==> config.mk <==
export PLATFORM = sky130hd
export DESIGN_NAME = key_debounce
export DESIGN_NICKNAME = d
export VERILOG_FILES = /design/src/rtl/key_debounce.sv
export SDC_FILE = /design/constraint.sdc
export NUM_CORES = 1
export LEC_CHECK = 0
export BUFFER_PORTS_ARGS = -buffer_cell sky130_fd_sc_hd__buf_2
export CORE_AREA = 2 2 39 41
export DETAILED_ROUTE_END_ITERATION = 10
export DIE_AREA = 0 0 41 43
export SLEW_MARGIN = 20
export SYNTH_ARGS = -nofsm -noshare
export SYNTH_HDL_FRONTEND = slang
export SYNTH_SLANG_ARGS = --single-unit
==> constraint.sdc <==
create_clock -name clk_i -period 1.6 [get_ports clk_i]
set_input_delay 0.32 -clock clk_i [delete_from_list [all_inputs] [get_ports clk_i]]
set_output_delay 0.32 -clock clk_i [all_outputs]
set_load 0.02 [all_outputs]
==> src/rtl/key_debounce.sv <==
// +----------------------------------------------------------------------------+
// | Module   : key_debounce                                                    |
// | Purpose  : Pushbutton debouncer with registered level, press and release   |
// |            pulses. Define KEY_DEBOUNCE_SYNC_EN to add a two-flop input     |
// |            synchronizer ahead of the filter.                               |
// | Revision : 1.0  initial release                                            |
// +----------------------------------------------------------------------------+
`default_nettype none

module key_debounce #(
  parameter int DEBOUNCE_CYCLES = 4
) (
  input  logic clk_i,
  input  logic rst_ni,
  input  logic key_i,
  output logic key_db_o,
  output logic press_pulse_o,
  output logic release_pulse_o
);

  localparam int                CNT_W    = $clog2(DEBOUNCE_CYCLES + 1);
  localparam logic [CNT_W-1:0]  CNT_ONE  = CNT_W'(1);
  localparam logic [CNT_W-1:0]  CNT_LAST = CNT_W'(DEBOUNCE_CYCLES - 1);
  localparam bit                DIRECT   = (DEBOUNCE_CYCLES == 1);

  localparam logic [1:0] ST_STABLE_LOW  = 2'd0;
  localparam logic [1:0] ST_CHECK_HIGH  = 2'd1;
  localparam logic [1:0] ST_STABLE_HIGH = 2'd2;
  localparam logic [1:0] ST_CHECK_LOW   = 2'd3;

  logic             s;
  logic [1:0]       state_q, state_d;
  logic [CNT_W-1:0] cnt_q, cnt_d;
  logic             key_db_q, key_db_d;
  logic             press_q, press_d;
  logic             release_q, release_d;

`ifdef KEY_DEBOUNCE_SYNC_EN
  logic sync1_q, sync2_q;

  always_ff @(posedge clk_i or negedge rst_ni) begin
    if (!rst_ni) begin
      sync1_q <= 1'b0;
      sync2_q <= 1'b0;
    end else begin
      sync1_q <= key_i;
      sync2_q <= sync1_q;
    end
  end

  assign s = sync2_q;
`else
  assign s = key_i;
`endif

  always_comb begin
    state_d   = state_q;
    cnt_d     = cnt_q;
    key_db_d  = key_db_q;
    press_d   = 1'b0;
    release_d = 1'b0;
    case (state_q)
      ST_STABLE_LOW: begin
        if (s) begin
          // A one-cycle filter accepts on the first differing sample.
          if (DIRECT) begin
            state_d  = ST_STABLE_HIGH;
            key_db_d = 1'b1;
            press_d  = 1'b1;
            cnt_d    = '0;
          end else begin
            state_d = ST_CHECK_HIGH;
            cnt_d   = CNT_ONE;
          end
        end else begin
          cnt_d = '0;
        end
      end
      ST_CHECK_HIGH: begin
        if (!s) begin
          state_d = ST_STABLE_LOW;
          cnt_d   = '0;
        end else if (cnt_q == CNT_LAST) begin
          state_d  = ST_STABLE_HIGH;
          key_db_d = 1'b1;
          press_d  = 1'b1;
          cnt_d    = '0;
        end else begin
          cnt_d = cnt_q + CNT_ONE;
        end
      end
      ST_STABLE_HIGH: begin
        if (!s) begin
          if (DIRECT) begin
            state_d   = ST_STABLE_LOW;
            key_db_d  = 1'b0;
            release_d = 1'b1;
            cnt_d     = '0;
          end else begin
            state_d = ST_CHECK_LOW;
            cnt_d   = CNT_ONE;
          end
        end else begin
          cnt_d = '0;
        end
      end
      ST_CHECK_LOW: begin
        if (s) begin
          state_d = ST_STABLE_HIGH;
          cnt_d   = '0;
        end else if (cnt_q == CNT_LAST) begin
          state_d   = ST_STABLE_LOW;
          key_db_d  = 1'b0;
          release_d = 1'b1;
          cnt_d     = '0;
        end else begin
          cnt_d = cnt_q + CNT_ONE;
        end
      end
      default: begin
        state_d  = ST_STABLE_LOW;
        cnt_d    = '0;
        key_db_d = 1'b0;
      end
    endcase
  end

  always_ff @(posedge clk_i or negedge rst_ni) begin
    if (!rst_ni) begin
      state_q   <= ST_STABLE_LOW;
      cnt_q     <= '0;
      key_db_q  <= 1'b0;
      press_q   <= 1'b0;
      release_q <= 1'b0;
    end else begin
      state_q   <= state_d;
      cnt_q     <= cnt_d;
      key_db_q  <= key_db_d;
      press_q   <= press_d;
      release_q <= release_d;
    end
  end

  assign key_db_o        = key_db_q;
  assign press_pulse_o   = press_q;
  assign release_pulse_o = release_q;

endmodule

`default_nettype wire

* Yosys cells after proc, flatten, opt, wreduce, memory -nomap -nowiden
Cells that the tools add are included. Widths: inputs -> output; s select.
Operators by class: add/sub/neg operators 1, mux-type cells 23, equality and inequality tests 12, reductions and logical operators 4
Operators with widths (count):
- $mux 2 | 6
- $ne 2x2->1 const B | 6
- $pmux 3 s4 | 1
- $mux 1 | 11
- $mux 3 | 3
- $pmux 2 s4 | 1
- $ne 3x3->1 const B | 2
- $reduce_and 5->1 | 1
- $eq 2x2->1 const B | 2
- $reduce_and 4->1 | 1
- $add 3x1->3 const B | 1
- $eq 3x2->1 const B | 1
- $eq 2x1->1 const B | 1
- $logic_not 2->1 | 1
- $pmux 1 s2 | 1
- $reduce_bool 2->1 | 1
Storage, ports and cells: word-level logic and storage cells 45, bits in registers 8

* Logic depth before layout (Yosys ltp)
Gate-level depths: netlist of the first run.
word-level depth 4, depth in mapped cells 4

* Worst setup path before layout of the first run
No wires, ideal clock.
kind flip-flop to flip-flop, from reg cnt_q[0], to reg (tool-made name), buffers on the path 0, setup slack 0.418 ns, arrival time 1.058 ns, data required time 1.475 ns, library setup time 0.125 ns, cell stages (with the launch flop) 4, cells stage by stage dfrtp_1 > ha_1 > nand3b_1 > mux2_2
RTL lines:
- start, declared | RTL line 33 | logic [CNT_W-1:0] cnt_q, cnt_d;
- start signal, assigned | RTL line 137 | cnt_q <= cnt_d;

==> metrics.md, run 1 <==
| Metric | Value |
|---|---|
| Status | finished clean |
| Placed cell area | 373 um^2 |
| DRT Pass-1 Iters | 2 |
| DRC Markers | 0 |
| Die Width | 41 um |
| Met1 usage in global routing | 11.7% |
| WHS | 0.301 ns |
| Layout cells sized above 1 | 39.4% |
| Post-Syn Nets | 28 |
| TNS Setup | 0 ns |
| Largest net degree at the start of global routing | 9 |
| Vias/cell | 4.08 |
| Worst path arrival time | 1.40 ns |
| CTS tree | built |
| Total wire length | 483 um |
| Post-synth top cells | dfrtp_1, o21ai_0, and2_2, nor3b_1, nor3b_2 |
| Buf+Inv Stages, Crit Path | 0 |
| Crit path capture type | register |
| Vias in the first global route | 219 |
| Crit Path Class | reg2reg |
| Async S/R FF share, synth | 100% |
| M3 GR Usage | 3.66% |
| CTS Buf Count | 3 |
| Setup Buffers After CTS | 0 |
| Yosys reg bits | 8 |
| Core area | 1380 um^2 |
| Drt first-iter violations | 2 |
| Initial antenna violation count | 0 |
| Htree depth | 1 |
| Total grt overflow | 0 |
| GR Util All Layers | 7.21% |
| Initial core utilization | 23.7% |
| Hold Vio Cnt, Final | 0 |
| DP HPWL | 352 um |
| Filler cell count | 141 |
| CP Cell Sequence | ha_1 -> nand3b_1 -> mux2_2 |
| Most common cell in the netlist | dfrtp_1 |
| Avg Synthesized Cell Area | 13.7 um^2 |
| Slowest-stage cell, CP | dfrtp_1 |
| PortBufs | 5 |
| Crit-path max cell delay | 0.38 ns |
| Crit path required time | 1.73 ns |
| Nets@finish | 39 |
| Area leader, netlist | dfrtp_1 |
| Sequential area share after synthesis | 61.1% |
| CP Max Fanout | 5 |
| # rows | 14 |
| Design Area, Final | 405 um^2 |
| Ys flop type | dfrtp_1 |
| CP delay by family, top | flip-flops |
| Die area | 1760 um^2 |
| Layout Skew | 0.000433 ns |
| Cells after synthesis | 24 |
| Met2 GRT Util | 7.19% |
| Clk_lat worst skew | 0.25 ns |
| Ports | 6 |
| Via count | 200 |
| Post-route ant nets | 0 |
| Worst setup SP type | register |
| Routability cong. | 0.698 |
| RSZ-0062 raised after global routing | no |
| Most Used Layer, Global Route | met1 |
| Finish-stage setup viols | 0 |
| Number of synthesized flops with an enable pin | 0 |
| Clk slew on worst S/H paths | 0.05 ns |
| Fin crit share | 79.3% |
| Top cell type's share of synthesized area | 61.1% |
| Syn-to-layout area delta | 23.7% |
| Count of different cell masters after synthesis | 12 |
| Post-Syn Area | 328 um^2 |
| VDD IR max | 0.000475 V |
| Max Cap Viol | 0 |
| Least-Margin Pin Slew | 0.198 ns |
| Final min period | 1.27 ns |
| Leakage power | 0.184 nW |
| Max clock buf depth | 2 |
| Top cells by area, synth | dfrtp_1, nor3b_2, o21ai_0, and2_2, nor3b_1 |
| Tot Pwr | 0.597 mW |
| Sink Count | 8 |
| N_diodes | 0 |
| CTS Root Buffer Type | clkbuf_4 |
| Slew Viols, Final | 0 |
| PostCTS Resize Cnt | 0 |
| Max Freq | 788 MHz |
| Class of the worst hold path | in2reg |
| YS warnings | 0 |
| Relative slew slack | 86.8% |
| Die H | 43 um |
| Pwr dens | 1470 nW/um^2 |
| First-pass GRT wire length | 855 um |
| DR WL/cell | 9.86 um |
-- cells by family after synthesis --
kind of cell             Yosys count  share of synthesized area (%)
multiplexers                       1                           3.43
AO/OA/AOI/OAI                      4                           6.49
AND/OR/NAND/NOR                    9                           22.5
adder cells (fa/ha/maj)            1                           3.82
XOR/XNOR                           1                           2.67
flip-flops                         8                           61.1
-- area by class of cell --
class	instances	area (um^2)	share of cell area [%]
flip-flops and latches	8	200	49.4
multi-input cells	16	128	31.5
repair buffers	6	35.0	8.64
clock buffers	3	22.5	5.56
well taps	16	20.0	4.94
-- layer usage --
metal	vias to the layer above	part of all wire [%]
met5	-	0
met4	0	0
met3	0	7.0
met2	6	37
met1	91	55
li1	103	-
-- worst paths after layout --
path	startpoint	end	slack, ns	cells past startpoint
min	key_i	release_pulse_o$_DFF_PN0_	0.30	2
min in group asynchronous	rst_ni	cnt_q[1]$_DFF_PN0_	0.44	2
max in group asynchronous	rst_ni	state_q[0]$_DFFE_PN0P_	1.00	2
max reg2reg	cnt_q[0]$_DFF_PN0_	register	0.33	3
min reg2reg	register	press_pulse_o$_DFF_PN0_	0.51	1
max	cnt_q[0]$_DFF_PN0_	register	0.33	3
-- power breakdown --
group / total [mW] / internal (mW) / switching (mW)
clock network: 0.149 / 0.0855 / 0.0639
logic: 0.149 / 0.0822 / 0.0667
registers: 0.299 / 0.258 / 0.0411
-- through the flow --
stage | instances | worst slack, ns | util (%)
3_3_place_gp | 45 | 0.338 | 26.9
4_1_cts | 49 | 0.328 | 29.3
6_report | 49 | 0.330 | 29.3
5_1_grt | 49 | 0.258 | 29.3
3_5_place_dp | 45 | 0.344 | 26.9
2_1_floorplan | 24 | 0.418 | -
-- cells in the final DEF, fill, tap and decap left out --
cell           synthesis  layout
nor3b_1                2       2
nor3b_2                2       2
dfrtp_1                8       8
a31oi_1                1       1
buf_2                  0       5
nand2_1                1       1
o21ai_0                3       3
ha_1                   1       1
dlygate4sd3_1          0       1
xor2_1                 1       1
nand3b_1               1       1
and2_2                 2       2
clkbuf_4               0       3
and2b_1                1       1
mux2_2                 1       1
-- repair_timing --
action | CTS | global route
endpoints found under the setup margin | 0 | 0
hold buffers | 1 | 0
endpoints found under the hold margin | 8 | 0
Power figures use the tool's default switching activity.
==> run 2, diff against run 1 <==
==> constraint.sdc (replaced) <==
create_clock -name clk_i -period 1.05 [get_ports clk_i]
set_input_delay 0.21 -clock clk_i [delete_from_list [all_inputs] [get_ports clk_i]]
set_output_delay 0.21 -clock clk_i [all_outputs]
set_load 0.02 [all_outputs]
==> run 2 against run 1 <==
Clock power rose by 54%. Power is 73% higher. Sequential cell count did not move. First-iteration DRC count grew 100%. Sequential share of layout area down 5.8 points. The flow now finishes with violations (setup timing). Design area up 13%. Die area stayed put. Largest cell class unchanged. Global-route usage grew 1.4 points. Sequential power increased by 46%. Register-to-register slack worse by 0.42 ns.
==> metrics.md, run 2 (synthesized netlist as in run 1, its figures left out) <==
| Metric | Value |
|---|---|
| Hold Crit Depth | 2 |
| N_diodes | 0 |
| Largest net degree at the start of global routing | 9 |
| Status | finished with violations |
| Ports | 6 |
| GR Util All Layers | 8.64% |
| Initial antenna violation count | 0 |
| Total wire length | 594 um |
| Design Area, Final | 459 um^2 |
| Max Cap Viol | 0 |
| Max Freq | 880 MHz |
| VDD IR max | 0.000983 V |
| Finish-stage setup viols | 5 |
| DR WL/cell | 11.2 um |
| # rows | 14 |
| Commonest non-fill, non-tap cell in the layout | dfrtp_1 |
| Crit path required time | 1.19 ns |
| Worst path arrival time | 1.27 ns |
| Max clock buf depth | 2 |
| Buf+Inv Stages, Crit Path | 0 |
| Htree depth | 1 |
| Crit path capture type | register |
| Die area | 1760 um^2 |
| Via count | 225 |
| CTS Buf Count | 3 |
| Worst setup SP type | register |
| Failing checks | setup timing |
| Commonest non-fill, non-tap cells in the layout | dfrtp_1, nor3b_2, buf_2, buf_4, clkbuf_4 |
| PortBufs | 5 |
| Worst reg2reg startpoint | cnt_q[0]$_DFF_PN0_ |
| Layout Skew | 0.00464 ns |
| DRC Markers | 0 |
| Relative slew slack | 85.4% |
| WHS | 0.203 ns |
| Hold Crit Start | key_i |
| Die H | 43 um |
| TNS Setup | -0.246 ns |
| Crit-path max cell delay | 0.37 ns |
| Reg2Reg Setup Slack | -0.09 ns |
| Tot Pwr | 1.03 mW |
| Worst Hold End | release_pulse_o$_DFF_PN0_ |
| Post-route ant nets | 0 |
| Slowest-stage cell, CP | dfrtp_1 |
| Final min period | 1.14 ns |
| Setup Buffers After CTS | 0 |
| Nets@finish | 43 |
| Fin crit share | 108% |
| Sink Count | 8 |
| Clk slew on worst S/H paths | 0.05 ns |
| RSZ-0062 raised after global routing | yes |
| Placed cell area | 409 um^2 |
| CP Cell Sequence | ha_2 -> nand3b_1 -> mux2_4 |
| Total grt overflow | 0 |
| CTS tree | built |
| Vias/cell | 4.25 |
| CP delay by family, top | flip-flops |
| DRT Pass-1 Iters | 2 |
| Syn-to-layout area delta | 40.1% |
| Filler cell count | 135 |
| Slew Viols, Final | 0 |
| Vias in the first global route | 217 |
| First-pass GRT wire length | 945 um |
| Least-Margin Pin Slew | 0.219 ns |
| Drt first-iter violations | 4 |
| Die Width | 41 um |
| DP HPWL | 431 um |
| Class of the worst hold path | in2reg |
| Routability cong. | 0.701 |
| CP Max Fanout | 4 |
| Hold Vio Cnt, Final | 0 |
| Final worst slack | -0.0861 ns |
| R2R depth | 3 |
| Pwr dens | 2250 nW/um^2 |
| CTS Root Buffer Type | clkbuf_4 |
| Leakage power | 0.212 nW |
| Crit Path Class | reg2reg |
| Initial core utilization | 23.7% |
| Core area | 1380 um^2 |
| Layout cells sized above 1 | 56.8% |
| Clk_lat worst skew | 0.25 ns |
==> run 2: where the power goes <==
part	total, mW	internal, mW	leakage [nW]	switching (mW)
clock	0.229	0.130	0.0138	0.0988
sequential	0.436	0.393	0.0998	0.0430
combinational	0.368	0.215	0.0985	0.154
total	1.03	0.738	0.212	0.296
==> run 2: worst max path at each step <==
| stage | from | to | slack (ns) | cells after the start |
|---|---|---|---|---|
| 4_1_cts | cnt_q[0]$_DFF_PN0_ | register | -0.1 | 3 |
| 6_report | cnt_q[0]$_DFF_PN0_ | register | -0.09 | 3 |
| 5_1_grt | cnt_q[0]$_DFF_PN0_ | register | -0.14 | 3 |
| 3_5_place_dp | cnt_q[0]$_DFF_PN0_ | press_pulse_o$_DFF_PN0_ | -0.10 | 4 |
| 2_1_floorplan | cnt_q[0]$_DFF_PN0_ | register | -0.07 | 3 |
| 3_3_place_gp | cnt_q[0]$_DFF_PN0_ | register | -0.08 | 3 |
==> run 2: per-layer routing <==
metal	vias up	track usage, %	share of wire, %
li1	111	-	-
met3	0	7.85	6.4
met2	8	8.75	43
met1	106	12.0	50
met5	-	0	0
met4	0	4.00	0
==> run 2: cell type report <==
type / instances / area (um^2) / share of cell area (%)
tap: 16 / 20.0 / 4.36
clock buffer: 3 / 22.5 / 4.90
multi-input combinational: 16 / 145 / 31.6
timing repair buffer: 10 / 71.3 / 15.5
sequential: 8 / 200 / 43.6
==> run 2: through the flow <==
| stage | instances | setup WS [ns] | util [%] |
|---|---|---|---|
| finish | 53 | -0.0861 | 33.2 |
| global route | 53 | -0.138 | 33.2 |
| CTS | 53 | -0.0991 | 32.7 |
| detailed placement | 49 | -0.101 | 29.6 |
| global placement | 49 | -0.0837 | 29.6 |
| floorplan | 24 | -0.0654 | - |
==> run 2: what timing repair did <==
item | CTS | global route
endpoints found under the hold margin | 8 | 0
resized for setup | 3 | 2
hold buffers | 1 | 0
pin swaps | 2 | 0
endpoints found under the setup margin | 5 | 7
==> run 2: worst register-to-register path, stage by stage, from the launching register on <==
cell	delay [ns]
dfrtp_1	0.37
ha_2	0.18
nand3b_1	0.16
mux2_4	0.31
==> run 3, diff against run 2 <==
--- a/config.mk
+++ b/config.mk
@@ -9,6 +9,7 @@
 export CORE_AREA = 2 2 39 41
 export DETAILED_ROUTE_END_ITERATION = 10
 export DIE_AREA = 0 0 41 43
+export GPL_TIMING_DRIVEN = 0
 export SLEW_MARGIN = 20
 export SYNTH_ARGS = -nofsm -noshare
 export SYNTH_HDL_FRONTEND = slang
==> run 3 against run 2 <==
The run still ends with setup timing left. Routed wire length increased by 4.7%. Critical path depth unchanged. Power increased by 8.7%. Global-route usage increased by 0.80 points. Worst setup slack got worse by 0.038 ns. Sequential cell count unchanged. Register-to-register slack got worse by 0.04 ns. Clock-buffer cell count unchanged. Sequential share of layout area decreased by 2.7 points. Core utilization increased by 2.2 points. Via count increased by 5.8%.
==> metrics.md, run 3 (synthesized netlist as in run 1, its figures left out) <==
| Metric | Value |
|---|---|
| Status | finished with violations |
| Failing checks | setup timing |
| Pwr dens | 2300 nW/um^2 |
| DRC Markers | 0 |
| Worst path arrival time | 1.31 ns |
| Design Area, Final | 489 um^2 |
| Core area | 1380 um^2 |
| VDD IR max | 0.000676 V |
| Die H | 43 um |
| Max Freq | 851 MHz |
| Max clock buf depth | 2 |
| Die Width | 41 um |
| CTS Buf Count | 3 |
| Non-Filler Instances | 56 |
| Vias/cell | 4.25 |
| Final Util | 35.4% |
| Clk slew on worst S/H paths | 0.05 ns |
| Clk_lat worst skew | 0.25 ns |
| Finish-stage setup viols | 8 |
| Layout cells sized above 1 | 65.0% |
| WHS | 0.218 ns |
| Worst reg2reg startpoint | cnt_q[0]$_DFF_PN0_ |
| Crit path required time | 1.19 ns |
| Fin crit share | 112% |
| Dpl cells | 45 |
| Reg2Reg Setup Slack | -0.12 ns |
| Worst Hold End | release_pulse_o$_DFF_PN0_ |
| Final worst slack | -0.124 ns |
| CTS tree | built |
| Drt first-iter violations | 2 |
| Total wire length | 622 um |
| Leakage power | 0.229 nW |
| Htree depth | 1 |
| Class of the worst hold path | in2reg |
| Slew Viols, Final | 0 |
| Filler cell count | 139 |
| Layout Skew | 0.000588 ns |
| Max Cap Viol | 0 |
| TNS Setup | -0.630 ns |
| Tot Pwr | 1.12 mW |
| DP HPWL | 402 um |
| Initial core utilization | 23.7% |
| Place WS | -0.146 ns |
| Worst setup SP type | register |
| Crit path capture type | register |
| R2R depth | 3 |
| Largest net degree at the start of global routing | 9 |
| Least-Margin Pin Slew | 0.220 ns |
| PortBufs | 5 |
| CP Max Fanout | 4 |
| CTS Root Buffer Type | clkbuf_4 |
| N_diodes | 0 |
| RSZ-0062 raised after global routing | yes |
| DRT Pass-1 Iters | 3 |
| Sink Count | 8 |
| Syn-to-layout area delta | 49.2% |
| # rows | 14 |
| First-pass GRT wire length | 1.09 mm |
| Final min period | 1.17 ns |
| Total grt overflow | 0 |
| Post-route ant nets | 0 |
| Hold Crit Start | key_i |
| Commonest non-fill, non-tap cell in the layout | dfrtp_1 |
| Nets@finish | 46 |
| Hold Vio Cnt, Final | 0 |
| Initial antenna violation count | 0 |
| Ports | 6 |
| Crit Path Class | reg2reg |
| Hold Crit Depth | 2 |
| Routability cong. | 0.716 |
| Relative slew slack | 85.3% |
| Vias in the first global route | 264 |
| GR Util All Layers | 9.44% |
| Via count | 238 |
| Die area | 1760 um^2 |
| Commonest non-fill, non-tap cells in the layout | dfrtp_1, buf_4, buf_2 |
| DR WL/cell | 11.1 um |
| Placed cell area | 379 um^2 |
==> run 3: cell count changes in the layout (fill, tap and decap cells not counted), sizes merged <==
cell	delta
buf	+3
==> run 3: worst max-delay path by stage <==
stage | slack [ns] | depth (start not counted) | from | endpoint
5_1_grt | -0.19 | 3 | cnt_q[0]$_DFF_PN0_ | register
3_3_place_gp | -0.15 | 3 | cnt_q[0]$_DFF_PN0_ | register
2_1_floorplan | -0.07 | 3 | cnt_q[0]$_DFF_PN0_ | register
3_5_place_dp | -0.15 | 3 | cnt_q[0]$_DFF_PN0_ | register
6_report | -0.12 | 3 | cnt_q[0]$_DFF_PN0_ | register
4_1_cts | -0.12 | 3 | cnt_q[0]$_DFF_PN0_ | register
==> run 3: what timing repair did <==
| item | 4_1_cts | 5_1_grt |
|---|---|---|
| endpoints found under the hold margin | 8 | 0 |
| pin swaps | 3 | 3 |
| setup buffers | 4 | 3 |
| cloned | 0 | 0 |
| setup endpoints to repair | 8 | 8 |
| gates resized for setup | 5 | 4 |
| hold buffers | 1 | 0 |
==> run 3: critical path: stages (launching register included) <==
cell and delay [ns]:
dfrtp_1 0.38, ha_2 0.20, nand3b_1 0.17, mux2_4 0.31
==> run 3: layout make-up <==
class	instances	area, um^2	share of cell area (%)
flip-flops and latches	8	200	40.9
multi-input cells	16	159	32.5
repair buffers	13	87.6	17.9
clock buffers	3	22.5	4.60
well taps	16	20.0	4.09
==> run 3: per-layer routing <==
metal / share of wire (%) / GRT usage (%) / routed length [um] / vias up
li1: - / - / - / 117
met1: 46 / 12.3 / 289 / 111
met2: 46 / 11.9 / 284 / 8
met3: 4.8 / 3.14 / 30 / 2
met4: 2.7 / 8.00 / 17 / 0
met5: 0 / 0 / 0 / -
==> run 3: where the power goes <==
group | switching, mW | internal, mW
Combinational | 0.144 | 0.272
Clock | 0.0987 | 0.130
Sequential | 0.0848 | 0.393
Total | 0.328 | 0.796
